[config.mk]
export PLATFORM = sky130hd
export DESIGN_NAME = dpe_csa_accum_ctrl
export DESIGN_NICKNAME = d
export VERILOG_FILES = /design/src/rtl/dpe_csa_accum_ctrl.sv
export SDC_FILE = /design/constraint.sdc
export NUM_CORES = 1
export LEC_CHECK = 0
export CORE_AREA = 4 4 116 118
export CTS_CLUSTER_DIAMETER = 50
export CTS_CLUSTER_SIZE = 14
export DETAILED_ROUTE_END_ITERATION = 16
export DIE_AREA = 0 0 120 122
export DONT_BUFFER_PORTS = 1
export GPL_ROUTABILITY_DRIVEN = 0
export PLACE_DENSITY = 0.36
export SYNTH_ARGS = -nofsm -noshare
export SYNTH_HDL_FRONTEND = slang
export SYNTH_SLANG_ARGS = --single-unit
export TNS_END_PERCENT = 1
[constraint.sdc]
create_clock -name clk -period 2.45 [get_ports clk]
set_input_delay 0.6125 -clock clk [delete_from_list [all_inputs] [get_ports clk]]
set_output_delay 0.6125 -clock clk [all_outputs]
set_load 0.02 [all_outputs]
[src/rtl/dpe_csa_accum_ctrl.sv]
// dpe_csa_accum_ctrl: sequences the shared CSA_8 tree and folds each beat's sum into a job accumulator.
// Optional build macro DPE_ACC_SAT_EN: saturating accumulation instead of wrap-around.
module dpe_csa_accum_ctrl #(
    parameter int INPUT_VEC_LEN = 8,
    parameter int WIDTH         = 16,
    parameter int LEN_W         = 8
) (
    input  logic                           clk,
    input  logic                           rst,
    input  logic                           start,
    input  logic [LEN_W-1:0]               num_beats,
    output logic                           busy,
    input  logic                           in_valid,
    output logic                           in_ready,
    input  logic [INPUT_VEC_LEN*WIDTH-1:0] in_data,
    output logic [INPUT_VEC_LEN*WIDTH-1:0] csa_in,
    input  logic [WIDTH-1:0]               csa_s,
    output logic                           out_valid,
    input  logic                           out_ready,
    output logic [WIDTH-1:0]               out_sum
);
    typedef enum logic [1:0] {IDLE, ACCUM, DONE} state_t;

    state_t           state_q, state_d;
    logic [WIDTH-1:0] acc_q, acc_d, acc_add;
    logic [LEN_W-1:0] cnt_q, cnt_d, len_q, len_d;

`ifdef DPE_ACC_SAT_EN
    logic [WIDTH:0] sum_w;
    assign sum_w   = {1'b0, acc_q} + {1'b0, csa_s};
    assign acc_add = sum_w[WIDTH] ? '1 : sum_w[WIDTH-1:0];
`else
    assign acc_add = acc_q + csa_s;
`endif

    assign busy      = state_q != IDLE;
    assign in_ready  = state_q == ACCUM;
    assign out_valid = state_q == DONE;
    assign out_sum   = acc_q;
    assign csa_in    = (in_ready && in_valid) ? in_data : '0;

    // Next-state: job start in IDLE, beat accumulation in ACCUM, result handshake in DONE
    always_comb begin
        state_d = state_q;
        acc_d   = acc_q;
        cnt_d   = cnt_q;
        len_d   = len_q;
        case (state_q)
            IDLE: begin
                if (start) begin
                    len_d   = num_beats;
                    acc_d   = '0;
                    cnt_d   = '0;
                    state_d = (num_beats == '0) ? DONE : ACCUM;
                end
            end
            ACCUM: begin
                if (in_valid) begin
                    acc_d = acc_add;
                    cnt_d = cnt_q + LEN_W'(1);
                    if (cnt_q + LEN_W'(1) == len_q) state_d = DONE;
                end
            end
            DONE: begin
                if (out_ready) state_d = IDLE;
            end
            default: state_d = IDLE;
        endcase
    end

    // State and datapath registers with synchronous reset
    always_ff @(posedge clk) begin
        if (rst) begin
            state_q <= IDLE;
            acc_q   <= '0;
            cnt_q   <= '0;
            len_q   <= '0;
        end else begin
            state_q <= state_d;
            acc_q   <= acc_d;
            cnt_q   <= cnt_d;
            len_q   <= len_d;
        end
    end
endmodule

==> flow_summary_export.csv, run 1 <==
group,metric,value,unit
finish,fillers,1346,
yosys,postSynthAreaPerCell,7.23,sq um
yosys,warnings_synthesis,0,
floorplanning,pin_count,304,
clocking,clk_path_buf_depth,2,
yosys,number_of_standard_cells_after_synthesis,428,
clocking,ctsRootBufferMaster,"clkbuf_16",
grt,grt_use_total,0.178,
setup_path,critical_path_arrival,1.71,ns
sta,hold_viol_final,0,
power_and_ir_drop,leakagePower,0.00146,uW
floorplanning,fp.coreArea,12500,sq um
hold_path,min_path_type,"in2reg",
power_and_ir_drop,power_density,476,nW/um^2
setup_path,worst-endpoint-required,1.84,ns
yosys,synth_area_in_simple_gates,0.429,
finish,fraction_of_final_layout_cells_with_drive_strength_greater_than_1,0.0867,
grt,antenna_found_initial,10,
detailed_routing,first_pass_iters,5,
yosys,synthesis.nets,602,
sta,fmaxAchievable,0.430,GHz
sta,rsz_0062_raised_after_global_routing,"no",
floorplanning,die_area,14600,sq um
detailed_routing,detail_route.wirelength.met1,5670,microns
detailed_routing,drt_drc_violations_left,0,
setup_path,crit_path_cell_trace,"and3b_4, buf_4, and2_1",
yosys,dominant_combinational_cell_family_by_area_after_synthesis,"simple AND/OR/NAND/NOR gates",
yosys,register_bit_total_from_synthesis,34,
placed_design,pre_cts_slack,0.0190,ns
clocking,tritoncts_buffer_count,5,
flow_run,timing.max_cap.violations,0,
placed_design,numPlacedInstances,592,
finish,highest_count_cells_in_the_layout_ignoring_fill_and_taps,"and2_1 (130), nand2_1 (35), dfxtp_1 (32)",
detailed_routing,final_antenna_net_count,0,
sta,timing.clock.skew,0.00508,ns
yosys,post_synth_fa_ha_maj_area_fraction,0.0712,
placed_design,port_buffers,0,
yosys,postSynth.topFlopCell,"dfxtp_1",
yosys,xor_xnor_fraction_of_synth_area,0.0566,
sta,worst_slack,0.126,ns
yosys,synth-compound-area-share,0.177,
sta,timing_worst_slew_pin_value,0.749,ns
setup_path,critical_path.max_fanout,16,
setup_path,regToRegSetupSlack,0.33,ns
setup_path,slowest_delay,0.43,ns
setup_path,cp-end-kind,"output port",
finish,area_growth,13.1,%
grt,grt_first_pass_wirelength,19300,microns
sta,final-max-slew-violation-count,0,
yosys,synthesis.area,3090,sq um
detailed_routing,vias,2958,
setup_path,crit_path_top_delay_cell,"and3b_4",
detailed_routing,detail_route.wirelength,14400,microns
clocking,post_cts_buffers,0,
detailed_routing,routed.top_layer,"met5",
clocking,clkSlewWorstSetupHoldPaths,0.05,ns
finish,nets,601,
yosys,synth-edff-count,0,
floorplanning,initial_core_util,0.248,
sta,setup_viol,0,
detailed_routing,met3_length,1960,microns
detailed_routing,drt_iter0_drc,187,
grt,grt_max_degree,79,
setup_path,worstPathBufferInverterCount,1,
detailed_routing,met2_length,6550,microns
yosys,synth.area.mux_share,0.00323,
finish,mostFrequentLayoutCell,"and2_1",
floorplanning,die_x,120,microns
yosys,netlist-cell-type-count,48,
setup_path,cp-start-kind,"register",
yosys,asyncSetResetFlopFracSynth,0,
grt,first_global_vias,2922,
detailed_routing,via_per_instance_ratio,4.89,
sta,setup-tns-final,0,ns
setup_path,cp_top_family,"simple AND/OR/NAND/NOR gates",
power_and_ir_drop,ir_worst_vdd,286,uV
yosys,synth_sequential_area_ratio,0.220,
sta,slew_headroom,0.500,
detailed_routing,detail_route.wl_per_cell,23.8,microns
grt,globalRouteOverflowTotal,0,
clocking,clock_sinks,34,
finish,finalNonFillerCells,605,
sta,post-route-period-util,0.949,
clocking,clk-insertion-delay-late,0.28,ns
power_and_ir_drop,totalPowerFinal,1670,uW
setup_path,timing.setup.critical_path_class,"reg2out",
placed_design,dpl.hpwl,12500,microns
floorplanning,rows,41,
clocking,cts_tree,"built",
status,outcome,"complete, no violations",
clocking,post_cts_hold_buffer_count,0,
sta,fin_crit,2.32,ns
floorplanning,die_y,122,microns
clocking,htree_levels,2,
sta,timing.hold.ws,0.394,ns
==> area by class of cell <==
class                   instances  area (sq um)  share of cell area
repair buffers                 18           148              0.0422
inverters                       6          22.5             0.00644
diodes                          6          15.0             0.00429
multi-input cells             362          2280               0.652
flip-flops and latches         34           683               0.195
well taps                     172           215              0.0615
clock buffers                   7           133              0.0379
==> sequential cells by signal, indices dropped and copies added (netlist names) <==
register	flops
out_sum	16
state_q	2
cnt_q	8
len_q	8
==> routing by layer <==
layer | vias to the layer above | GRT usage
met5 | - | 0
met4 | 14 | 0.0165
met3 | 20 | 0.114
met2 | 162 | 0.280
met1 | 1320 | 0.213
li1 | 1442 | -
==> per-stage QoR <==
step                utilization  instance area (sq um)
global route              0.280                   3490
detailed placement        0.269                   3350
floorplan                     -                   3090
finish                    0.281                   3500
global placement          0.269                   3350
CTS                       0.279                   3480
==> cell families (layout without fill, tap and decap cells) <==
family / count (synthesis) / count (layout)
AND/OR/NAND/NOR: 238 / 238
AO/OA/AOI/OAI: 86 / 86
flip-flops: 34 / 34
buffers and inverters: 32 / 31
XOR/XNOR: 20 / 20
adder cells (fa/ha/maj): 17 / 17
multiplexers: 1 / 1
other: 0 / 6
==> power by group <==
part	switching [uW]	leakage [uW]	total, uW	internal, uW
clock network	233	0.0000640	606	372
logic	313	0.00112	457	143
registers	27.2	0.000277	603	576
==> cells in the mapped netlist, drive strengths merged, types with 3 or more instances <==
library cell | n | area share
a21oi | 31 | 0.051
ha | 16 | 0.065
inv | 6 | 0.0073
nand3 | 5 | 0.0081
a22oi | 7 | 0.017
xor2 | 7 | 0.020
and3 | 5 | 0.010
a211oi | 3 | 0.0073
buf | 6 | 0.012
and2 | 131 | 0.26
o31ai | 3 | 0.0089
or4 | 3 | 0.0073
nor2b | 4 | 0.0081
a21o | 7 | 0.017
o21ai | 18 | 0.029
clkbuf | 20 | 0.024
dfxtp | 34 | 0.22
xnor2 | 13 | 0.037
o211ai | 3 | 0.0089
nand2b | 4 | 0.0081
nor3 | 11 | 0.019
nor2 | 31 | 0.040
nand2 | 35 | 0.042
a31oi | 6 | 0.014
==> final timing paths <==
path | start | endpoint | depth (start not counted)
worst max register to register | out_sum[1]$_SDFFE_PP0P_ | out_sum[15]$_SDFFE_PP0P_ | 7
worst min-delay path | rst | state_q[0]$_SDFFE_PP0P_ | 1
worst max-delay path | state_q[1]$_SDFFE_PP0P_ | csa_in[45] | 3
worst min register to register | len_q[0]$_SDFFE_PP0P_ | len_q[0]$_SDFFE_PP0P_ | 2
==> what timing repair did <==
action	CTS	global route
endpoints found under the setup margin	0	9
gates resized for setup	0	3
hold endpoints to repair	0	0
No activity file was read; power rests on OpenSTA's default activity.
==> inputs of run 2 (changes only) <==
--- a/config.mk
+++ b/config.mk
@@ -5,14 +5,15 @@
 export SDC_FILE = /design/constraint.sdc
 export NUM_CORES = 1
 export LEC_CHECK = 0
-export CORE_AREA = 4 4 116 118
+export ABC_CLOCK_PERIOD_IN_PS = 2450
+export CORE_AREA = 8 8 110 112
 export CTS_CLUSTER_DIAMETER = 50
 export CTS_CLUSTER_SIZE = 14
 export DETAILED_ROUTE_END_ITERATION = 16
-export DIE_AREA = 0 0 120 122
+export DIE_AREA = 0 0 118 120
 export DONT_BUFFER_PORTS = 1
 export GPL_ROUTABILITY_DRIVEN = 0
-export PLACE_DENSITY = 0.36
+export PLACE_DENSITY = 0.43
 export SYNTH_ARGS = -nofsm -noshare
 export SYNTH_HDL_FRONTEND = slang
 export SYNTH_SLANG_ARGS = --single-unit
==> run 2 against run 1 <==
Effect of this change:
- setup slack got worse by 0.012 ns
- sequential share of layout area fell by 0.82 points
- first-iteration DRC count rose by 0.53%
- via count increased by 5.1%
- critical endpoint is now csa_in[43]
- power fell by 7.1%
==> flow_summary_export.csv, run 2 (same netlist as run 1, synthesis figures left out) <==
group,metric,value,unit
status,outcome,"complete, no violations",
detailed_routing,first_pass_iters,4,
sta,timing_worst_slew_pin_value,0.723,ns
sta,hold_viol_final,0,
floorplanning,die_x,118,microns
grt,globalRouteOverflowTotal,0,
power_and_ir_drop,totalPowerFinal,1550,uW
detailed_routing,detail_route.wirelength,16400,microns
grt,first_global_vias,2991,
setup_path,critical_path.most_common_cell,"buf_12",
sta,setup_viol,0,
detailed_routing,via_per_instance_ratio,5.24,
floorplanning,die_area,14200,sq um
finish,highest_count_cells_in_the_layout_ignoring_fill_and_taps,"and2_1 (131), nand2_1 (35), dfxtp_1 (34)",
clocking,clk-insertion-delay-late,0.30,ns
power_and_ir_drop,leakagePower,0.00152,uW
power_and_ir_drop,power_switching_share,0.375,
floorplanning,fp.coreArea,10500,sq um
sta,fmaxAchievable,0.428,GHz
grt,antenna_found_initial,27,
power_and_ir_drop,portion_of_total_power_attributed_to_the_clock_network,0.296,
setup_path,slowest_delay,0.39,ns
sta,fin_crit,2.34,ns
sta,rsz_0062_raised_after_global_routing,"no",
power_and_ir_drop,power_density,425,nW/um^2
hold_path,min_path_type,"in2reg",
grt,grt_max_degree,77,
detailed_routing,vias,3110,
clocking,number_of_cells_upsized_or_downsized_after_cts,0,
clocking,post_cts_hold_buffer_count,0,
placed_design,port_buffers,0,
sta,final-max-slew-violation-count,0,
power_and_ir_drop,power.net_switching,581,uW
setup_path,crit_path_cell_trace,"and3b_4, buf_12, and2_1, buf_12",
floorplanning,rows,38,
finish,post-route-util,0.346,
setup_path,cp-start-kind,"register",
finish,area_growth,17.6,%
clocking,tritoncts_buffer_count,5,
finish,fillers,1120,
finish,seq_area,681,sq um
setup_path,crit_path_top_delay_cell,"dfxtp_1",
finish,multi_input_area,2280,sq um
floorplanning,initial_core_util,0.294,
finish,nets,609,
finish,mostFrequentLayoutCell,"and2_1",
floorplanning,die_y,120,microns
setup_path,critical_path.max_fanout,76,
clocking,clock_sinks,34,
detailed_routing,final_antenna_net_count,0,
setup_path,timing.setup.critical_path_class,"reg2out",
power_and_ir_drop,ir_worst_vdd,163,uV
setup_path,cp-end-kind,"output port",
setup_path,cp_top_family,"simple AND/OR/NAND/NOR gates",
setup_path,regToRegSetupSlack,0.29,ns
finish,fraction_of_final_layout_cells_with_drive_strength_greater_than_1,0.101,
setup_path,critical_path_arrival,1.72,ns
clocking,htree_levels,2,
clocking,clk_path_buf_depth,2,
setup_path,worstPathBufferInverterCount,2,
clocking,ctsRootBufferMaster,"clkbuf_8",
power_and_ir_drop,share_seq_of_total_power,0.389,
flow_run,timing.max_cap.violations,0,
detailed_routing,drt_iter0_drc,188,
sta,setup-tns-final,0,ns
power_and_ir_drop,combinational_cell_fraction_of_total_power,0.315,
power_and_ir_drop,p_int,967,uW
sta,post-route-period-util,0.954,
detailed_routing,detail_route.wl_per_cell,27.6,microns
detailed_routing,drt_drc_violations_left,0,
setup_path,worst-endpoint-required,1.84,ns
sta,slew_headroom,0.517,
grt,grt_first_pass_wirelength,22400,microns
clocking,clkSlewWorstSetupHoldPaths,0.07,ns
clocking,post_cts_buffers,0,
sta,timing.clock.skew,0.00538,ns
clocking,cts_tree,"built",
placed_design,dpl.hpwl,14100,microns
grt,grt_use_total,0.215,
floorplanning,pin_count,304,
finish,number_of_flip_flops_under_the_largest_register_name,16,
run 2: cell count changes in the layout (fill, tap and decap cells not counted):
cell | previous run | this run
buf_12 | 1 | 12
diode_2 | 6 | 17
clkbuf_8 | 0 | 6
clkbuf_16 | 5 | 0
buf_4 | 17 | 14
dfxtp_1 | 32 | 34
dfxtp_2 | 2 | 0
and2_1 | 130 | 131
and2_2 | 1 | 0
clkbuf_1 | 2 | 1
clkinv_2 | 0 | 1
run 2: per-layer routing:
metal,part of all wire,vias up,GRT usage
met5,0.0076,-,0
met4,0.023,20,0.0905
met3,0.15,40,0.151
met1,0.36,1387,0.227
met2,0.45,191,0.325
li1,-,1472,-
run 2: power by group through the flow:
stage / Combinational (uW) / Sequential (uW) / Clock (uW)
finish: 488 / 602 / 458
global route: 525 / 605 / 497
CTS: 494 / 602 / 472
detailed placement: 491 / 615 / 0
global placement: 489 / 614 / 0
floorplan: 363 / 616 / 0
run 2: worst paths after layout:
check / startpoint / endpoint / cells past startpoint
max: state_q[1]$_SDFFE_PP0P_ / csa_in[43] / 4
min: rst / len_q[3]$_SDFFE_PP0P_ / 1
max reg2reg: out_sum[4]$_SDFFE_PP0P_ / out_sum[15]$_SDFFE_PP0P_ / 7
min reg2reg: len_q[4]$_SDFFE_PP0P_ / len_q[4]$_SDFFE_PP0P_ / 2
run 2: through the flow:
stage	hold slack, ns	worst slack, ns	cells	instance area [sq um]
2_1_floorplan	0.448	0.277	428	3090
3_3_place_gp	0.454	0.118	568	3510
3_5_place_dp	0.457	0.0705	568	3510
4_1_cts	0.366	0.125	576	3600
5_1_grt	0.361	0.0384	586	3620
6_report	0.376	0.114	593	3640
run 2: area by class of cell:
class | instances | area share
Timing Repair Buffer | 26 | 0.0949
Clock buffer | 7 | 0.0237
Multi-Input combinational cell | 362 | 0.627
Antenna cell | 17 | 0.0117
Tap cell | 140 | 0.0481
Sequential cell | 34 | 0.187
Inverter | 6 | 0.00619
Clock inverter | 1 | 0.00138
run 2: worst register-to-register path: stages (launching register included):
cell and delay [ns]:
dfxtp_1 0.49, ha_1 0.34, a21oi_1 0.20, o211ai_2 0.14
a31oi_2 0.39, a21oi_2 0.12, xnor2_1 0.14, o31ai_1 0.24
